**src/rtl/sixbitlog.sv**
```systemverilog
// sixbitlog: iterative integer logarithm, largest e with ain**e <= vin, one multiply per clock.
module sixbitlog #(
  parameter int WIDTH = 6
) (
  input  logic             clk,
  input  logic             rst_n,
  input  logic             start,
  input  logic [WIDTH-1:0] ain,
  input  logic [WIDTH-1:0] vin,
  output logic             busy,
  output logic             done,
  output logic [WIDTH-1:0] log,
  output logic             exact,
  output logic             err
);
  localparam logic [0:0] IDLE = 1'b0;
  localparam logic [0:0] RUN  = 1'b1;
  logic [0:0]         r_state;
  logic [WIDTH-1:0]   r_a, r_v, r_acc, r_e, r_log;
  logic               r_done, r_exact, r_err;
  logic [2*WIDTH-1:0] w_prod;
  logic               w_bad, w_over;
  // Full-width product: acc <= v < 2**WIDTH, so the step can never wrap.
  assign w_prod = (2*WIDTH)'(r_acc) * (2*WIDTH)'(r_a);
  assign w_bad  = (r_a < WIDTH'(2)) || (r_v == '0);
  assign w_over = w_prod > (2*WIDTH)'(r_v);
  assign busy   = (r_state == RUN);
  assign done   = r_done;
  assign log    = r_log;
  assign exact  = r_exact;
  assign err    = r_err;
  always_ff @(posedge clk or negedge rst_n) begin
    if (!rst_n) begin
      r_state <= IDLE;
      r_a     <= '0;
      r_v     <= '0;
      r_acc   <= WIDTH'(1);
      r_e     <= '0;
      r_log   <= '0;
      r_done  <= 1'b0;
      r_exact <= 1'b0;
      r_err   <= 1'b0;
    end else begin
      r_done <= 1'b0;
      if (r_state == IDLE) begin
        if (start) begin
          r_a     <= ain;
          r_v     <= vin;
          r_acc   <= WIDTH'(1);
          r_e     <= '0;
          r_state <= RUN;
        end
      end else if (w_bad) begin
        r_log   <= '0;
        r_exact <= 1'b0;
        r_err   <= 1'b1;
        r_done  <= 1'b1;
        r_state <= IDLE;
      end else if (w_over) begin
        r_log   <= r_e;
        r_exact <= (r_acc == r_v);
        r_err   <= 1'b0;
        r_done  <= 1'b1;
        r_state <= IDLE;
      end else begin
        r_acc <= w_prod[WIDTH-1:0];
        r_e   <= r_e + 1'b1;
      end
    end
  end
endmodule

```
**config.mk**
```make
export PLATFORM = sky130hd
export DESIGN_NAME = sixbitlog
export DESIGN_NICKNAME = d
export VERILOG_FILES = /design/src/rtl/sixbitlog.sv
export SDC_FILE = /design/constraint.sdc
export NUM_CORES = 1
export LEC_CHECK = 0
export BUFFER_PORTS_ARGS = -buffer_cell sky130_fd_sc_hd__buf_4
export CAP_MARGIN = 20
export CORE_MARGIN = 2
export CORE_UTILIZATION = 65
export DETAILED_ROUTE_END_ITERATION = 10
export HOLD_SLACK_MARGIN = 0.12
export MAX_ROUTING_LAYER = met4
export PLACE_DENSITY = 0.92
export SLEW_MARGIN = 30
export SYNTH_ARGS = -nofsm -noshare
export SYNTH_HDL_FRONTEND = slang
export SYNTH_SLANG_ARGS = --single-unit
export TNS_END_PERCENT = 5
```
**constraint.sdc**
```tcl
create_clock -name clk -period 10.25 [get_ports clk]
set_input_delay 2.05 -clock clk [delete_from_list [all_inputs] [get_ports clk]]
set_output_delay 2.05 -clock clk [all_outputs]
set_load 0.05 [all_outputs]
```
# Word level (Yosys, flattened, before mapping)
# Cells that the tools add are included.
# word_totals
out_inout_bits	10
wordCells	45
reg_bits	34
inputBits	15
# classes
n_eq_ne	3
bitwise_logic	1
muxes	21
n_addsub	1
mul	1
order_cmp	2
n_reduce_logical	7
# op_table
op	n
$mux 6	10
$gt 12x6->1	1
$mul 6x6->12	1
$mux 1	11
$add 6x1->6 const B	1
$eq 6x6->1	1
$logic_not 6->1	1
$lt 6x2->1 const B	1
$ne 2x2->1 const B	2
$reduce_and 2->1	2
$reduce_bool 2->1	2
$reduce_and 3->1	1
$logic_or 1x1->1	1
$not 1->1	1

# Logic depth before layout (Yosys ltp)
# depth
word_depth	5
mapped_depth	20
depth_no_buf	18

# Worst setup path before layout
# OpenSTA, ideal clock, no wires.
# synth_timing
path_kind	register to register
startpoint	register r_acc[3]
endpoint	register r_acc[4]
synth_period_minus_slack_ns	5.011
n_path_buf	2
arrival_time_ns	4.890
required_ns	10.129
stages_incl_launch_ff	19
path_slack_ns	5.239
setup_ns	0.121
path_cell_list	dfrtp_1 -> clkbuf_1 -> and2_1 -> fa_1 -> inv_1 -> fa_1 -> fa_1 -> inv_1 -> ha_1 -> xor2_1 -> ha_1 -> a21oi_1 -> a21o_1 -> o2111ai_1 -> or4_4 -> nor3_4 -> buf_6 -> mux2_1 -> a22o_1
# synth_via
elab_chain_cells	4
elab_cells_between_ends	7
classes_between	1 x mul; 1 x order compare; 1 x eq/ne; 3 x mux; 1 x reduce/logical
# synth_lines
element	line_no	source
from (decl)	19	logic [WIDTH-1:0] r_a, r_v, r_acc, r_e, r_log;
from (signal assigned)	66	r_acc <= w_prod[WIDTH-1:0];
$mul 6x6->12 *	24	assign w_prod = (2*WIDTH)'(r_acc) * (2*WIDTH)'(r_a);
$gt 12x6->1 or $mux 6 (tied branches)	26, 59	
$ne 2x2->1 (no source line) or $mux 6 (tied branches)	n/a	
$reduce_and 3->1 (no source line) or $mux 6 (tied branches)	n/a	
# Mark *: on every way between the ends. The rest lies on a longest branch, timed or not. The select of a mux whose other input is x is not followed.
# A chain may end at the register's enable or synchronous reset.

# Worst setup path after layout
# layout_timing
startpoint	register r_acc[3]
endpoint	register r_acc[2]
# layout_via
elab_chain_cells	4
# layout_lines
element	line_no	source
$mul 6x6->12	24	
$gt 12x6->1	26	assign w_over = w_prod > (2*WIDTH)'(r_v);
$ne 2x2->1 (no source line)	n/a	
$reduce_and 3->1 (no source line)	n/a	
# Every way passes these cells.

==> impl_metrics.yaml <==
grt:
  antenna_found_initial: 0
  grt_max_degree: 35
  grt_overflow: 0
  grt_pass1_wl_um: 11300
  first_global_vias: 2440
  grt_usage: 0.303
pwr:
  clock_power_share: 0.107
  switching_power_w: 0.000496
  vdd_ir_drop_max_uv: 229
  p_leak_nw: 1.63
  p_seq_frac: 0.261
  internal_power_w: 0.000488
  p_per_area_nw_per_um2: 313
  power_switching_share: 0.504
  comb_power_share: 0.633
route:
  route.detailed.drc: 0
  first_pass_iters: 5
  vias: 2332
  drtIter0Drc: 202
  via_per_inst: 6.12
  detail-route-antenna-nets: 0
  avgRoutedWirePerCell_um: 17.2
  wl_um: 6570
logic_synthesis:
  ys_async_sr_fraction: 1.00
  synth_area_um2: 2850
  synth_seq_area_share: 0.299
  synth_edf_count: 0
  syn_area_per_cell_um2: 9.22
  synthFlopType: "dfrtp_1"
  ys_warn_count: 0
  ys_ff_latch: 34
  syn_nets: 368
  synth_cell_types: 48
  synth_cells: 309
sta:
  rsz0062_at_grt: "false"
  setup_viol: 0
  clock.fmax_mhz: 183
  fin_tns_setup_ps: 0
  period_needed_ps: 5460
  max_slew_margin: 0.513
  hold_viol_final: 0
  finalCritPeriodShare: 0.533
  worstMarginPinSlew_ps: 731
  slew_viol_final: 0
  fin_skew_ps: 11.9
cts:
  clk-insertion-delay-late_ps: 290
  cts_tree: "built"
  cts_resized: 0
  numCtsBuffers: 5
  clock-sinks: 34
  root_buffer: "clkbuf_8"
  path_clk_slew_ps: 80
  cts_max_level: 2
  cts_setup_buffers: 0
  cts_buffer_depth: 2
  cts_hold_buf: 0
critical_path:
  criticalPathCategory: "flip-flop to flip-flop"
  cp-end-kind: "flip-flop"
  cp_data_arrival_time_ps: 5640
  cp.required_ps: 10430
  cp_max_fo: 13
  startpoint_type: "flip-flop"
die:
  core_region_area_um2: 4290
  die_h_um: 70.2
  initial_core_util: 0.664
  die-area_um2: 4930
  die_x_um: 70.2
  rows: 24
  pin_count: 25
placed_design:
  place_congestion: 0.942
  io_buffers: 24
  place_hpwl_um: 5020
final_layout:
  drive_above_1_share: 0.128
  n_antenna_cell: 0
  nets: 387
  synthToLayoutAreaGrowth_pct: 10.1
  utilization: 0.731
run:
  maxCapViolCount: 0
status:
  outcome: "finished clean"
min_path:
  hold_class: "flip-flop to flip-flop"
## placed cells by master (no fill, tap or decap), types with 4 or more instances in the layout
cell	Yosys	layout
dfrtp_1	33	33
inv_1	37	37
nand2_1	49	49
xnor2_1	4	4
a21o_1	6	6
and2_1	20	20
a21oi_1	5	5
nor2_1	12	12
clkbuf_8	0	6
xor2_1	7	7
o21ai_0	11	11
a22o_1	12	12
ha_1	27	27
nand4_1	5	5
buf_4	0	24
fa_1	17	17
## final timing paths
kind,endpoint,slack (ps),cells past startpoint,start
worst max-delay path,r_acc[2],4790,16,r_acc[3]
max in group asynchronous,r_acc[0],8230,1,rst_n
worst min-delay path,log[4],510,1,log[4]
worst min register to register,log[4],510,1,log[4]
worst max register to register,r_acc[2],4790,16,r_acc[3]
min in group asynchronous,r_a[4],1680,1,rst_n
## cells in the mapped netlist, drive strengths merged (3+ instances only)
library cell  count  share of area
a21o              6          0.016
a21oi             5         0.0088
a22o             12          0.037
and2             20          0.044
buf               4         0.0088
clkbuf            8          0.011
dfrtp            33           0.29
fa               17           0.12
ha               27           0.12
inv              39          0.051
mux2              5          0.020
mux2i             3          0.011
nand2            49          0.065
nand3             3         0.0053
nand4             5          0.011
nor2             12          0.016
nor2b             4         0.0088
nor3              3         0.0092
nor3b             3         0.0079
nor4              3         0.0066
o211ai            3         0.0079
o21ai            11          0.019
xnor2             4          0.012
xor2              7          0.022
## per-layer routing
| metal | routed length (µm) | GRT usage | vias to the layer above | part of all wire |
|---|---|---|---|---|
| li1 | - | - | 1076 | - |
| met5 | 0 | - | - | 0 |
| met2 | 3290 | 0.468 | 87 | 0.50 |
| met4 | 164 | 0.103 | 0 | 0.025 |
| met3 | 388 | 0.0693 | 22 | 0.059 |
| met1 | 2730 | 0.399 | 1147 | 0.42 |
## sequential cells by signal (all words and copies together) (netlist names)
signal	count
r_v	6
r_a	6
log	6
r_acc	6
done	1
busy	1
err	1
exact	1
r_e	6
## cell families (layout without fill, tap and decap cells)
family | Yosys count | in the layout | synth area share
simple gates | 109 | 109 | 0.192
compound gates | 52 | 52 | 0.137
buf+inv | 51 | 71 | 0.0707
fa+ha+maj | 44 | 44 | 0.238
flops | 34 | 34 | 0.299
xor+xnor | 11 | 11 | 0.0338
mux | 8 | 8 | 0.0303
## worst max-delay path: stages (launching register included)
cell and delay [ps]:
dfrtp_1 500, and2_1 230, fa_1 540, inv_1 50, fa_1 460, fa_1 560
inv_1 50, ha_1 350, xor2_1 200, ha_1 320, a21oi_1 210, a21o_1 110
o2111ai_1 100, or4_4 560, nor3_4 510, mux2_2 400, a22o_1 190
## through the flow
| step | cells | area [µm²] | hold slack, ps | power (W) | setup slack [ps] |
|---|---|---|---|---|---|
| global placement | 373 | 3040 | 468 | 0.000821 | 5040 |
| CTS | 381 | 3140 | 511 | 0.000975 | 4800 |
| global route | 381 | 3140 | 531 | 0.00106 | 4500 |
| finish | 381 | 3140 | 511 | 0.000983 | 4790 |
| detailed placement | 373 | 3040 | 492 | 0.000862 | 4830 |
| floorplan | 309 | 2850 | 446 | 0.000729 | 5240 |
## layout make-up
class / instances / area [µm²]
Tap cell: 52 / 65.1
Fill cell: 314 / 1160
Inverter: 39 / 146
Timing Repair Buffer: 24 / 180
Multi-Input combinational cell: 224 / 1800
Clock buffer: 6 / 82.6
Sequential cell: 34 / 852
Clock inverter: 2 / 12.5
## power groups by stage
stage	clock network [W]	logic (W)	registers, W
global route	0.000112	0.000690	0.000262
global placement	0	0.000571	0.000250
detailed placement	0	0.000608	0.000253
finish	0.000105	0.000622	0.000256
floorplan	0	0.000470	0.000258
CTS	0.000105	0.000618	0.000253
Note: power is estimated with default switching activity, not from simulation.
